### config.mk
export PLATFORM = sky130hd
export DESIGN_NAME = adc_sample_ctl
export DESIGN_NICKNAME = d
export VERILOG_FILES = /design/src/rtl/adc_sample_pkg.sv /design/src/rtl/adc_clk_div.sv /design/src/rtl/adc_sample_ctl.sv
export SDC_FILE = /design/constraint.sdc
export NUM_CORES = 1
export LEC_CHECK = 0
export BUFFER_PORTS_ARGS = -buffer_cell sky130_fd_sc_hd__buf_2
export CORE_UTILIZATION = 40
export DETAILED_ROUTE_END_ITERATION = 7
export SKIP_CTS_REPAIR_TIMING = 1
export SYNTH_ARGS = -nofsm -noshare
export SYNTH_HDL_FRONTEND = slang
export SYNTH_SLANG_ARGS = --single-unit
### constraint.sdc
create_clock -name SYSCLK -period 2.4 [get_ports SYSCLK]
set_input_delay 0.36 -clock SYSCLK [delete_from_list [all_inputs] [get_ports SYSCLK]]
set_output_delay 0.36 -clock SYSCLK [all_outputs]
set_load 0.05 [all_outputs]
### src/rtl/adc_sample_pkg.sv
// adc_sample_pkg: shared FSM state type and default timing constants for the ADC sampler
package adc_sample_pkg;
  typedef enum logic [1:0] {IDLE, WAKE, RUN} state_t;
  localparam int CLK_DIV_DEF = 50;
  localparam int CS_WAKE_DEF = 8;
  localparam int PIPE_LAT_DEF = 3;
endpackage

### src/rtl/adc_clk_div.sv
// adc_clk_div: free-running ADC clock divider with a strobe marking the SYSCLK edge that raises ADC_CLK
module adc_clk_div
  import adc_sample_pkg::*;
#(
  parameter int CLK_DIV = CLK_DIV_DEF
) (
  input  logic clk,
  input  logic rst,
  output logic adc_clk,
  output logic rise
);
  localparam int CW = $clog2(CLK_DIV);
  localparam int HALF = CLK_DIV / 2;
  logic [CW-1:0] cnt, cnt_nxt;
  // rise is high in the cycle whose closing edge drives adc_clk 0->1
  always_comb begin
    cnt_nxt = (cnt == CW'(CLK_DIV - 1)) ? '0 : cnt + 1'b1;
    rise = cnt == CW'(HALF - 1);
  end
  always_ff @(posedge clk or posedge rst)
    if (rst) begin
      cnt <= '0;
      adc_clk <= 1'b0;
    end else begin
      cnt <= cnt_nxt;
      adc_clk <= cnt_nxt >= CW'(HALF);
    end
endmodule

### src/rtl/adc_sample_ctl.sv
// adc_sample_ctl: ADC chip-select/wake/flush sequencing and sample capture.
// Define ADC_AVG_EN to replace the raw sample with a 4-sample running average.
module adc_sample_ctl
  import adc_sample_pkg::*;
#(
  parameter int CLK_DIV = CLK_DIV_DEF,
  parameter int CS_WAKE = CS_WAKE_DEF,
  parameter int PIPE_LAT = PIPE_LAT_DEF
) (
  input  logic       SYSCLK,
  input  logic       RST_B,
  input  logic [7:0] ADC_DAT,
  output logic       ADC_CS,
  output logic       ADC_CLK,
  output logic [7:0] ADC_DATA_REC
);
  localparam int WW = $clog2(CS_WAKE + 2);
  localparam int DW = $clog2(PIPE_LAT + 2);
  state_t state;
  logic [WW-1:0] wake_cnt;
  logic [DW-1:0] disc_cnt;
  logic rise, accept, upd;
  logic [7:0] filt;
  adc_clk_div #(.CLK_DIV(CLK_DIV)) u_div (
    .clk(SYSCLK),
    .rst(RST_B),
    .adc_clk(ADC_CLK),
    .rise(rise)
  );
  assign ADC_CS = state == IDLE;
  assign accept = state == RUN && rise && disc_cnt == DW'(PIPE_LAT);
  always_ff @(posedge SYSCLK or posedge RST_B)
    if (RST_B) begin
      state <= IDLE;
      wake_cnt <= '0;
      disc_cnt <= '0;
    end else if (state == IDLE) state <= WAKE;
    else if (state == WAKE && rise) begin
      if (wake_cnt == WW'(CS_WAKE - 1)) state <= RUN;
      wake_cnt <= wake_cnt + 1'b1;
    end else if (state == RUN && rise && !accept) disc_cnt <= disc_cnt + 1'b1;
`ifdef ADC_AVG_EN
  logic [3:0][7:0] hist;
  logic primed;
  logic [9:0] sum;
  // the first accepted sample seeds the whole history so the average starts settled
  always_ff @(posedge SYSCLK or posedge RST_B)
    if (RST_B) begin
      hist <= '0;
      primed <= 1'b0;
    end else if (accept) begin
      hist <= primed ? {hist[2:0], ADC_DAT} : {4{ADC_DAT}};
      primed <= 1'b1;
    end
  always_comb begin
    sum = 10'(hist[0]) + 10'(hist[1]) + 10'(hist[2]) + 10'(hist[3]);
    filt = sum[9:2];
  end
`else
  logic [7:0] cap;
  always_ff @(posedge SYSCLK or posedge RST_B)
    if (RST_B) cap <= '0;
    else if (accept) cap <= ADC_DAT;
  assign filt = cap;
`endif
  always_ff @(posedge SYSCLK or posedge RST_B)
    if (RST_B) begin
      upd <= 1'b0;
      ADC_DATA_REC <= '0;
    end else begin
      upd <= accept;
      if (upd) ADC_DATA_REC <= filt;
    end
endmodule

==> results of run 1 <==
-- worst paths after layout --
check / end / cells past startpoint / slack [ns] / start
min reg2reg: wake_cnt[3]$_DFFE_PP0P_ / 1 / 0.48 / wake_cnt[3]$_DFFE_PP0P_
max reg2reg: cap[0]$_DFFE_PP0P_ / 6 / 0.56 / u_div.cnt[0]$_DFF_PP0_
max: cap[0]$_DFFE_PP0P_ / 6 / 0.56 / u_div.cnt[0]$_DFF_PP0_
min: cap[7]$_DFFE_PP0P_ / 3 / 0.1 / RST_B
min in group SYSCLK: cap[5]$_DFFE_PP0P_ / 2 / 0.25 / ADC_DAT[5]
max in group asynchronous: cap[3]$_DFFE_PP0P_ / 3 / 2.01 / RST_B
-- cells in the mapped netlist, types with 2 or more instances --
master,count
dfrtp_1,33
mux2_2,18
nor2_1,7
xnor2_1,7
ha_1,6
inv_1,6
nand2_1,4
nand3_1,4
nor2b_1,4
a31oi_1,2
nand2b_1,2
nand4_1,2
nor4b_1,2
o21ai_0,2
-- registers in the layout, indices dropped and copies added (netlist names) --
| name | cells |
|---|---|
| ADC_DATA_REC | 8 |
| cap | 8 |
| disc_cnt | 3 |
| state | 2 |
| u_div.adc_clk | 1 |
| u_div.cnt | 6 |
| upd | 1 |
| wake_cnt | 4 |
-- critical path: stages (launching register included) --
cell,delay (ns)
dfrtp_1,0.47
inv_1,0.11
ha_1,0.15
nand2b_1,0.08
nor4_4,0.38
nand3_4,0.22
mux2_2,0.32
-- per-layer routing --
metal  track usage [%]  vias up  share of wire, %
li1                  -      436                 -
met1              17.1      455                45
met2              22.9       12                50
met3              5.15        7               3.6
met4              6.98        0               2.3
met5                 0        -                 0
-- power by group through the flow --
stage	Clock (W)	Combinational, W	Sequential (W)
6_report	0.000303	0.0000252	0.000566
3_5_place_dp	0	0.0000266	0.000577
3_3_place_gp	0	0.0000254	0.000576
4_1_cts	0.000317	0.0000266	0.000566
2_1_floorplan	0	0.0000142	0.000575
5_1_grt	0.000341	0.0000296	0.000567
-- layout make-up --
type                            count  area (sq um)
Sequential cell                    33           826
Fill cell                         325          1750
Timing Repair Buffer               21           110
Tap cell                           46          57.6
Clock buffer                        5          37.5
Multi-Input combinational cell     70           594
Clock inverter                      3          17.5
Inverter                            7          26.3
-- through the flow --
| step | area, sq um | total power [W] | worst slack (ns) | hold slack [ns] | instances |
|---|---|---|---|---|---|
| finish | 1670 | 0.000894 | 0.555 | 0.0970 | 185 |
| global route | 1670 | 0.000938 | 0.432 | 0.125 | 185 |
| CTS | 1670 | 0.000909 | 0.551 | 0.103 | 185 |
| detailed placement | 1610 | 0.000603 | 0.550 | 0.470 | 177 |
| global placement | 1610 | 0.000602 | 0.635 | 0.462 | 177 |
| floorplan | 1460 | 0.000590 | 0.750 | 0.446 | 112 |
-- cells by family after synthesis --
kind of cell,share of synthesized area [%]
buffers and inverters,2.41
and+or+nand+nor,13.2
DFF,56.7
muxes,14.6
AOI/OAI and AO/OA,3.10
adders and majority gates,5.16
xor gates and xnor gates,4.82
==> flow_metrics.env, run 1 <==
export IMPL_grt_pass1_vias=961
export IMPL_clock_fmax_mhz=542
export IMPL_antenna_found_initial=0
export IMPL_switching_share_pct=23.5
export IMPL_clock_latency_ns=0.33
export IMPL_end_kind="register"
export IMPL_rsz0062_at_grt="false"
export IMPL_intPower_w=0.000684
export IMPL_fin_crit_sh_pct=76.9
export IMPL_layout_common_cells="33 x dfrtp_1, 19 x buf_2, 18 x mux2_2"
export IMPL_synth_top_area_share_pct=56.7
export IMPL_power_leakage_nw=0.814
export IMPL_maxSlewHeadroom_pct=66.6
export IMPL_clockBufferDepth=2
export IMPL_synth_edf_count=0
export IMPL_detail_route_antenna_nets=0
export IMPL_crit_type="reg -> reg"
export IMPL_grt_max_degree=34
export IMPL_cp_required_ns=2.63
export IMPL_core_area_sq_um=3420
export IMPL_p_comb_share_pct=2.8
export IMPL_drive_gt1_share_pct=38.1
export IMPL_powerDensity_nw_per_um2=535
export IMPL_seq_power_share_pct=63.3
export IMPL_io_pins=20
export IMPL_dp_hpwl_mm=1.70
export IMPL_die_y_um=62.3
export IMPL_synth_seq_area_share_pct=56.7
export IMPL_synth_area_leaders="dfrtp_1 57%, mux2_2 14%, ha_1 5.2%, xnor2_1 4.2%, nor2_1 1.8%"
export IMPL_hp_class="in -> async"
export IMPL_portBuffers=19
export IMPL_cp_start_kind="register"
export IMPL_setup_viol=0
export IMPL_maxSlewViolCount=0
export IMPL_grt_overflow_total=0
export IMPL_routabilityCongestion=0.764
export IMPL_fp_dieArea_sq_um=3880
export IMPL_via_count=910
export IMPL_finClkSkew_ns=0.00634
export IMPL_viasPerCell=4.92
export IMPL_period_minus_slack_ns=1.84
export IMPL_ys_seq_elements=33
export IMPL_tns_ns=0
export IMPL_synth_net_count=128
export IMPL_grt_total_usage_pct=14.3
export IMPL_utilization_pct=48.9
export IMPL_peakVddDrop_uv=260
export IMPL_postSynthAreaPerCell_sq_um=13.0
export IMPL_outcome="completed"
export IMPL_drc=0
export IMPL_synth_ff_type="dfrtp_1"
export IMPL_drt_pass1_iterations=3
export IMPL_worst_pin_slew_ns=0.498
export IMPL_antenna_cells=0
export IMPL_clkTransAtPathRegs_ns=0.10
export IMPL_htree_levels=2
export IMPL_pwr_share_clk_pct=33.9
export IMPL_synth_cell_types=27
export IMPL_cts_made_buffers=5
export IMPL_root_buffer="clkbuf_4"
export IMPL_yosys_warnings=0
export IMPL_wire_per_inst_um=12.8
export IMPL_yosysTopAreaCell="dfrtp_1"
export IMPL_synthArstFlopShare_pct=100
export IMPL_final_nets=154
export IMPL_power_switching_w=0.000210
export IMPL_hold_viol=0
export IMPL_wl_mm=2.36
export IMPL_syn_inst=112
export IMPL_rows=21
export IMPL_final_common_cell="dfrtp_1"
export IMPL_start_util_pct=42.6
export IMPL_max_cap_violations=0
export IMPL_grt_pass1_wl_mm=4.22
export IMPL_tritoncts="done"
export IMPL_critical_path_arrival_ns=2.07
export IMPL_cts_sinks=33
export IMPL_crit_fanout=9
export IMPL_area_growth_pct=14.7
export IMPL_drt_iter0_drc=33
export IMPL_die_w_um=62.3
export IMPL_syn_area_sq_um=1460
Power figures use the tool's default switching activity.
==> run 2: changes to the inputs <==
--- a/config.mk
+++ b/config.mk
@@ -5,6 +5,7 @@
 export SDC_FILE = /design/constraint.sdc
 export NUM_CORES = 1
 export LEC_CHECK = 0
+export ABC_AREA = 1
 export BUFFER_PORTS_ARGS = -buffer_cell sky130_fd_sc_hd__buf_2
 export CORE_UTILIZATION = 40
 export DETAILED_ROUTE_END_ITERATION = 7
==> constraint.sdc (replaced) <==
create_clock -name SYSCLK -period 1.68 [get_ports SYSCLK]
set_input_delay 0.252 -clock SYSCLK [delete_from_list [all_inputs] [get_ports SYSCLK]]
set_output_delay 0.252 -clock SYSCLK [all_outputs]
set_load 0.05 [all_outputs]
==> run 2 against run 1 <==
- routed wire length increased by 3.6%
- power increased by 54%
- via count increased by 15%
- count of clock-buffer cells in the layout increased by 1
- die area increased by 2.7%
- global-route usage increased by 0.25 points
- critical endpoint is now wake_cnt[0]$_DFFE_PP0P_
- largest power group unchanged
==> flow_metrics.env, run 2 <==
export IMPL_outcome="completed"
export IMPL_area_growth_pct=15.4
export IMPL_pwr_share_clk_pct=40.4
export IMPL_dp_hpwl_mm=1.80
export IMPL_synth_seq_area_share_pct=55.2
export IMPL_power_leakage_nw=0.937
export IMPL_drc=0
export IMPL_drive_gt1_share_pct=22.8
export IMPL_hold_viol=0
export IMPL_numPlacedInstances=222
export IMPL_antenna_found_initial=0
export IMPL_via_count=1051
export IMPL_tritoncts="done"
export IMPL_wire_per_inst_um=10.6
export IMPL_stdcell_area_sq_um=1730
export IMPL_cp_start_kind="register"
export IMPL_crit_family="simple AND/OR/NAND/NOR gates"
export IMPL_synth_top_area_share_pct=55.2
export IMPL_maxSlewViolCount=0
export IMPL_htree_levels=2
export IMPL_final_cells=230
export IMPL_grt_pass1_wl_mm=4.42
export IMPL_hp_class="in -> async"
export IMPL_cp_buffers_inverters=1
export IMPL_p_comb_share_pct=2.0
export IMPL_root_buffer="clkbuf_8"
export IMPL_synth_edf_count=0
export IMPL_worst_pin_slew_ns=0.406
export IMPL_period_minus_slack_ns=1.46
export IMPL_switching_share_pct=20.9
export IMPL_tns_ns=0
export IMPL_met2_usage_pct=25.1
export IMPL_powerDensity_nw_per_um2=799
export IMPL_grt_overflow_total=0
export IMPL_end_kind="register"
export IMPL_intPower_w=0.00109
export IMPL_critical_path_arrival_ns=1.62
export IMPL_finClkSkew_ns=0.00732
export IMPL_fp_dieArea_sq_um=3990
export IMPL_cts_sinks=33
export IMPL_fin_crit_sh_pct=87.0
export IMPL_detail_route_antenna_nets=0
export IMPL_yosys_warnings=0
export IMPL_crit_fanout=8
export IMPL_drt_iter0_drc=25
export IMPL_rsz0062_at_grt="false"
export IMPL_maxSlewHeadroom_pct=72.8
export IMPL_crit_path_cell_trace="inv_1, ha_1, nand3_1, nor2_4, nand2_1, xnor2_1"
export IMPL_utilization_pct=49.7
export IMPL_wl_mm=2.45
export IMPL_routabilityCongestion=0.790
export IMPL_synthArstFlopShare_pct=100
export IMPL_cts_made_buffers=5
export IMPL_die_w_um=63.1
export IMPL_r2r_slack_ns=0.22
export IMPL_synth_most_common_cell="nand2_1"
export IMPL_antenna_cells=0
export IMPL_seq_power_share_pct=57.7
export IMPL_grt_use_met1_pct=15.6
export IMPL_syn_area_sq_um=1500
export IMPL_synth_area_leaders="dfrtp_1 55%, nand2_1 12%, mux2_2 6.0%, inv_1 5.8%, ha_1 5.0%"
export IMPL_core_area_sq_um=3470
export IMPL_place_area_sq_um=1640
export IMPL_max_cap_violations=0
export IMPL_start_util_pct=43.1
export IMPL_rows=21
export IMPL_synth_net_count=174
export IMPL_syn_inst=158
export IMPL_die_y_um=63.1
export IMPL_crit_type="reg -> reg"
export IMPL_final_common_cell="nand2_1"
export IMPL_power_switching_w=0.000288
export IMPL_grt_busiest_layer="met2"
export IMPL_yosysTopAreaCell="dfrtp_1"
export IMPL_portBuffers=19
export IMPL_clockBufferDepth=2
export IMPL_peakVddDrop_uv=461
export IMPL_drt_pass1_iterations=4
export IMPL_postSynthAreaPerCell_sq_um=9.46
export IMPL_layout_common_cells="49 x nand2_1, 33 x dfrtp_1, 23 x inv_1"
export IMPL_cp_required_ns=1.84
export IMPL_clkTransAtPathRegs_ns=0.06
export IMPL_yosys_top_cells_count="49 x nand2_1, 33 x dfrtp_1, 23 x inv_1"
export IMPL_whs_ns=0.0416
export IMPL_worst_path_largest_cell_delay_ns=0.46
export IMPL_grt_use_met3_pct=4.89
export IMPL_setup_viol=0
export IMPL_synth_cell_types=21
export IMPL_ys_seq_elements=33
export IMPL_grt_pass1_vias=1070
export IMPL_slowest_stage="dfrtp_1"
export IMPL_final_nets=199
export IMPL_reg_top3="ADC_DATA_REC x8, cap x8, u_div.cnt x6"
export IMPL_synth_ff_type="dfrtp_1"
export IMPL_clock_latency_ns=0.28
export IMPL_viasPerCell=4.57
export IMPL_grt_total_usage_pct=14.6
export IMPL_io_pins=20
export IMPL_grt_max_degree=34
export IMPL_clock_fmax_mhz=684
## run 2: worst register-to-register path, cell delays in order (launching register included)
cell and delay (ns):
dfrtp_1 0.46, inv_1 0.10, ha_1 0.14, nand3_1 0.12, nor2_4 0.18, nand2_1 0.17, xnor2_1 0.17
## run 2: power by group through the flow
stage	Sequential, W	Clock [W]	Combinational [W]
4_1_cts	0.000794	0.000584	0.0000288
3_5_place_dp	0.000809	0	0.0000289
5_1_grt	0.000794	0.000618	0.0000325
3_3_place_gp	0.000809	0	0.0000286
6_report	0.000795	0.000556	0.0000274
2_1_floorplan	0.000809	0	0.0000117
## run 2: worst paths after layout
| path | start | endpoint | cells after the start |
|---|---|---|---|
| setup / recovery | u_div.cnt[0]$_DFF_PP0_ | wake_cnt[0]$_DFFE_PP0P_ | 6 |
| hold / removal | RST_B | wake_cnt[1]$_DFFE_PP0P_ | 3 |
| setup reg to reg | u_div.cnt[0]$_DFF_PP0_ | wake_cnt[0]$_DFFE_PP0P_ | 6 |
| hold reg to reg | cap[2]$_DFFE_PP0P_ | cap[2]$_DFFE_PP0P_ | 2 |
| max in group asynchronous | RST_B | ADC_DATA_REC[6]$_DFFE_PP0P_ | 3 |
| min in group SYSCLK | ADC_DAT[0] | cap[0]$_DFFE_PP0P_ | 3 |
## run 2: cell type report
class | instances | area, sq um
Multi-Input combinational cell | 97 | 553
Inverter | 26 | 104
Tap cell | 46 | 57.6
Clock buffer | 6 | 72.6
Sequential cell | 33 | 826
Clock inverter | 2 | 10.0
Timing Repair Buffer | 20 | 103
Fill cell | 346 | 1740
## run 2: per-layer routing
metal  wire length, um  vias to the layer above  share of wire [%]
li1                  -                      535                  -
met1              1120                      494                 46
met2              1220                       20                 50
met3                83                        2                3.4
met4                27                        0                1.1
met5                 0                        -                  0
## run 2: logic make-up (layout without fill, tap and decap cells)
| kind of cell | after synthesis | in the layout | synth area share, % |
|---|---|---|---|
| adder cells (fa/ha/maj) | 6 | 6 | 5.02 |
| XOR/XNOR | 4 | 4 | 2.34 |
| buffers and inverters | 28 | 54 | 7.78 |
| AO/OA/AOI/OAI | 5 | 5 | 1.67 |
| flip-flops | 33 | 33 | 55.2 |
| multiplexers | 8 | 8 | 6.03 |
| AND/OR/NAND/NOR | 74 | 74 | 21.9 |
## run 2: stage by stage
step | worst slack (ns) | power (W)
2_1_floorplan | 0.353 | 0.000821
3_3_place_gp | 0.252 | 0.000838
3_5_place_dp | 0.213 | 0.000838
4_1_cts | 0.204 | 0.00141
5_1_grt | 0.0721 | 0.00144
6_report | 0.219 | 0.00138
==> run 3: changes to the inputs <==
--- a/config.mk
+++ b/config.mk
@@ -5,8 +5,7 @@
 export SDC_FILE = /design/constraint.sdc
 export NUM_CORES = 1
 export LEC_CHECK = 0
-export ABC_AREA = 1
-export BUFFER_PORTS_ARGS = -buffer_cell sky130_fd_sc_hd__buf_2
+export BUFFER_PORTS_ARGS = -buffer_cell sky130_fd_sc_hd__buf_4
 export CORE_UTILIZATION = 40
 export DETAILED_ROUTE_END_ITERATION = 7
 export SKIP_CTS_REPAIR_TIMING = 1
==> constraint.sdc (replaced) <==
create_clock -name SYSCLK -period 1.68 [get_ports SYSCLK]
set_input_delay 0.336 -clock SYSCLK [delete_from_list [all_inputs] [get_ports SYSCLK]]
set_output_delay 0.336 -clock SYSCLK [all_outputs]
set_load 0.05 [all_outputs]
==> run 3 against run 2 <==
- the run now ends with setup timing left
- register-to-register slack lost 0.22 ns
- critical path type unchanged
- sequential share of layout area fell by 3.5 points
- die area is 2.6% lower
- critical path depth up 1
- global-route usage decreased by 0.39 points
==> flow_metrics.env, run 3 (synthesized netlist as in run 1, its figures left out) <==
export IMPL_outcome="complete, but fails checks"
export IMPL_violations="setup timing"
export IMPL_routabilityCongestion=0.821
export IMPL_crit_fanout=5
export IMPL_maxSlewHeadroom_pct=57.7
export IMPL_grt_use_met1_pct=17.2
export IMPL_fin_crit_sh_pct=100
export IMPL_drt_iter0_drc=10
export IMPL_final_nets=163
export IMPL_crit_path_end="cap[7]$_DFFE_PP0P_"
export IMPL_maxSlewViolCount=0
export IMPL_tns_ns=-0.00439
export IMPL_viasPerCell=4.94
export IMPL_worst_pin_slew_ns=0.633
export IMPL_power_leakage_nw=0.892
export IMPL_crit_family="simple AND/OR/NAND/NOR gates"
export IMPL_rows=21
export IMPL_cp_depth=7
export IMPL_crit_path_cell_trace="inv_2, ha_4, nand2b_4, nor4_4, buf_6, nand3_4, mux2_4"
export IMPL_wl_mm=2.47
export IMPL_clockBufferDepth=2
export IMPL_finalPower_w=0.00146
export IMPL_grt_max_degree=34
export IMPL_drt_pass1_iterations=4
export IMPL_r2r_slack_ns=-0.004
export IMPL_die_y_um=62.3
export IMPL_drive_gt1_share_pct=44.6
export IMPL_cts_made_buffers=5
export IMPL_rr_worst_depth=7
export IMPL_fp_dieArea_sq_um=3880
export IMPL_powerDensity_nw_per_um2=786
export IMPL_seq_area_sq_um=826
export IMPL_final_common_cell="dfrtp_1"
export IMPL_die_w_um=62.3
export IMPL_hold_viol=0
export IMPL_cp_required_ns=1.90
export IMPL_area_growth_pct=27.9
export IMPL_io_pins=20
export IMPL_clkTransAtPathRegs_ns=0.10
export IMPL_clock_latency_ns=0.33
export IMPL_grt_use_met3_pct=5.15
export IMPL_reg_top3="ADC_DATA_REC x8, cap x8, u_div.cnt x6"
export IMPL_crit_reg2reg_launch="u_div.cnt[1]$_DFF_PP0_"
export IMPL_detail_route_antenna_nets=0
export IMPL_reg2reg_to="cap[7]$_DFFE_PP0P_"
export IMPL_core_area_sq_um=3420
export IMPL_layout_common_cells="33 x dfrtp_1, 27 x buf_4, 17 x mux2_2"
export IMPL_grt_pass1_wl_mm=4.20
export IMPL_via_count=959
export IMPL_antenna_cells=0
export IMPL_critical_path_arrival_ns=1.90
export IMPL_period_minus_slack_ns=1.68
export IMPL_end_kind="register"
export IMPL_grt_total_usage_pct=14.2
export IMPL_finClkSkew_ns=0.00374
export IMPL_portBuffers=19
export IMPL_setup_ws_ns=-0.00439
export IMPL_final_cells=194
export IMPL_place_area_sq_um=1710
export IMPL_crit_path_start="u_div.cnt[1]$_DFF_PP0_"
export IMPL_dp_hpwl_mm=1.71
export IMPL_wire_per_inst_um=12.7
export IMPL_crit_type="reg -> reg"
export IMPL_multi_input_area_sq_um=641
export IMPL_grt_pass1_vias=951
export IMPL_htree_levels=2
export IMPL_cp_buffers_inverters=2
export IMPL_hp_class="in -> async"
export IMPL_slowest_stage="dfrtp_1"
export IMPL_met2_usage_pct=22.4
export IMPL_cp_start_kind="register"
export IMPL_max_cap_violations=0
export IMPL_antenna_found_initial=0
export IMPL_clock_fmax_mhz=594
export IMPL_drc=0
export IMPL_grt_busiest_layer="met2"
export IMPL_peakVddDrop_uv=519
export IMPL_stdcell_area_sq_um=1860
export IMPL_n_fill_cell=298
export IMPL_numPlacedInstances=184
export IMPL_tritoncts="done"
export IMPL_worst_path_largest_cell_delay_ns=0.40
export IMPL_cts_sinks=33
export IMPL_setup_viol=1
export IMPL_rsz0062_at_grt="true"
export IMPL_start_util_pct=42.6
export IMPL_root_buffer="clkbuf_4"
export IMPL_grt_overflow_total=0
-- run 3: area by class of cell --
cell class,count,share of cell area [%]
Sequential cell,33,44.4
Multi-Input combinational cell,71,34.4
Timing Repair Buffer,29,12.1
Tap cell,46,3.09
Clock buffer,7,2.96
Clock inverter,1,1.61
Inverter,7,1.41
-- run 3: metal layers --
layer	vias to the layer above	routed length, um
met4	0	52
met5	-	0
met1	479	1130
li1	459	-
met2	15	1190
met3	6	98
-- run 3: per-stage QoR --
stage	hold slack, ns	utilization (%)	setup WS [ns]
final	0.0878	54.5	-0.00439
after global routing	0.132	54.5	-0.0797
after CTS	0.0859	52.7	0.0165
after detailed placement	0.457	50.2	0.0328
after global placement	0.450	50.2	0.0991
after floorplan	0.446	-	0.0296
-- run 3: worst min path at each step --
| stage | start | endpoint | slack (ns) | cells past startpoint |
|---|---|---|---|---|
| floorplan | wake_cnt[3]$_DFFE_PP0P_ | wake_cnt[3]$_DFFE_PP0P_ | 0.45 | 1 |
| global placement | RST_B | ADC_DATA_REC[6]$_DFFE_PP0P_ | 0.45 | 3 |
| detailed placement | RST_B | cap[7]$_DFFE_PP0P_ | 0.46 | 3 |
| CTS | RST_B | ADC_DATA_REC[3]$_DFFE_PP0P_ | 0.09 | 3 |
| global route | RST_B | ADC_DATA_REC[7]$_DFFE_PP0P_ | 0.13 | 3 |
| finish | RST_B | ADC_DATA_REC[6]$_DFFE_PP0P_ | 0.09 | 3 |
-- run 3: worst register-to-register path: cells and delay by family (launching register included) --
| kind | cells | cell delay, ns |
|---|---|---|
| simple gates | 3 | 0.45 |
| flops | 1 | 0.40 |
| mux | 1 | 0.33 |
| buf+inv | 2 | 0.26 |
| fa+ha+maj | 1 | 0.14 |
-- run 3: power by group --
group	leakage (nW)	internal (W)	switching (W)	total [W]
combinational	0.433	0.0000224	0.0000197	0.0000422
clock	0.0455	0.000355	0.000257	0.000612
sequential	0.413	0.000803	0.00000458	0.000808
total	0.892	0.00118	0.000281	0.00146
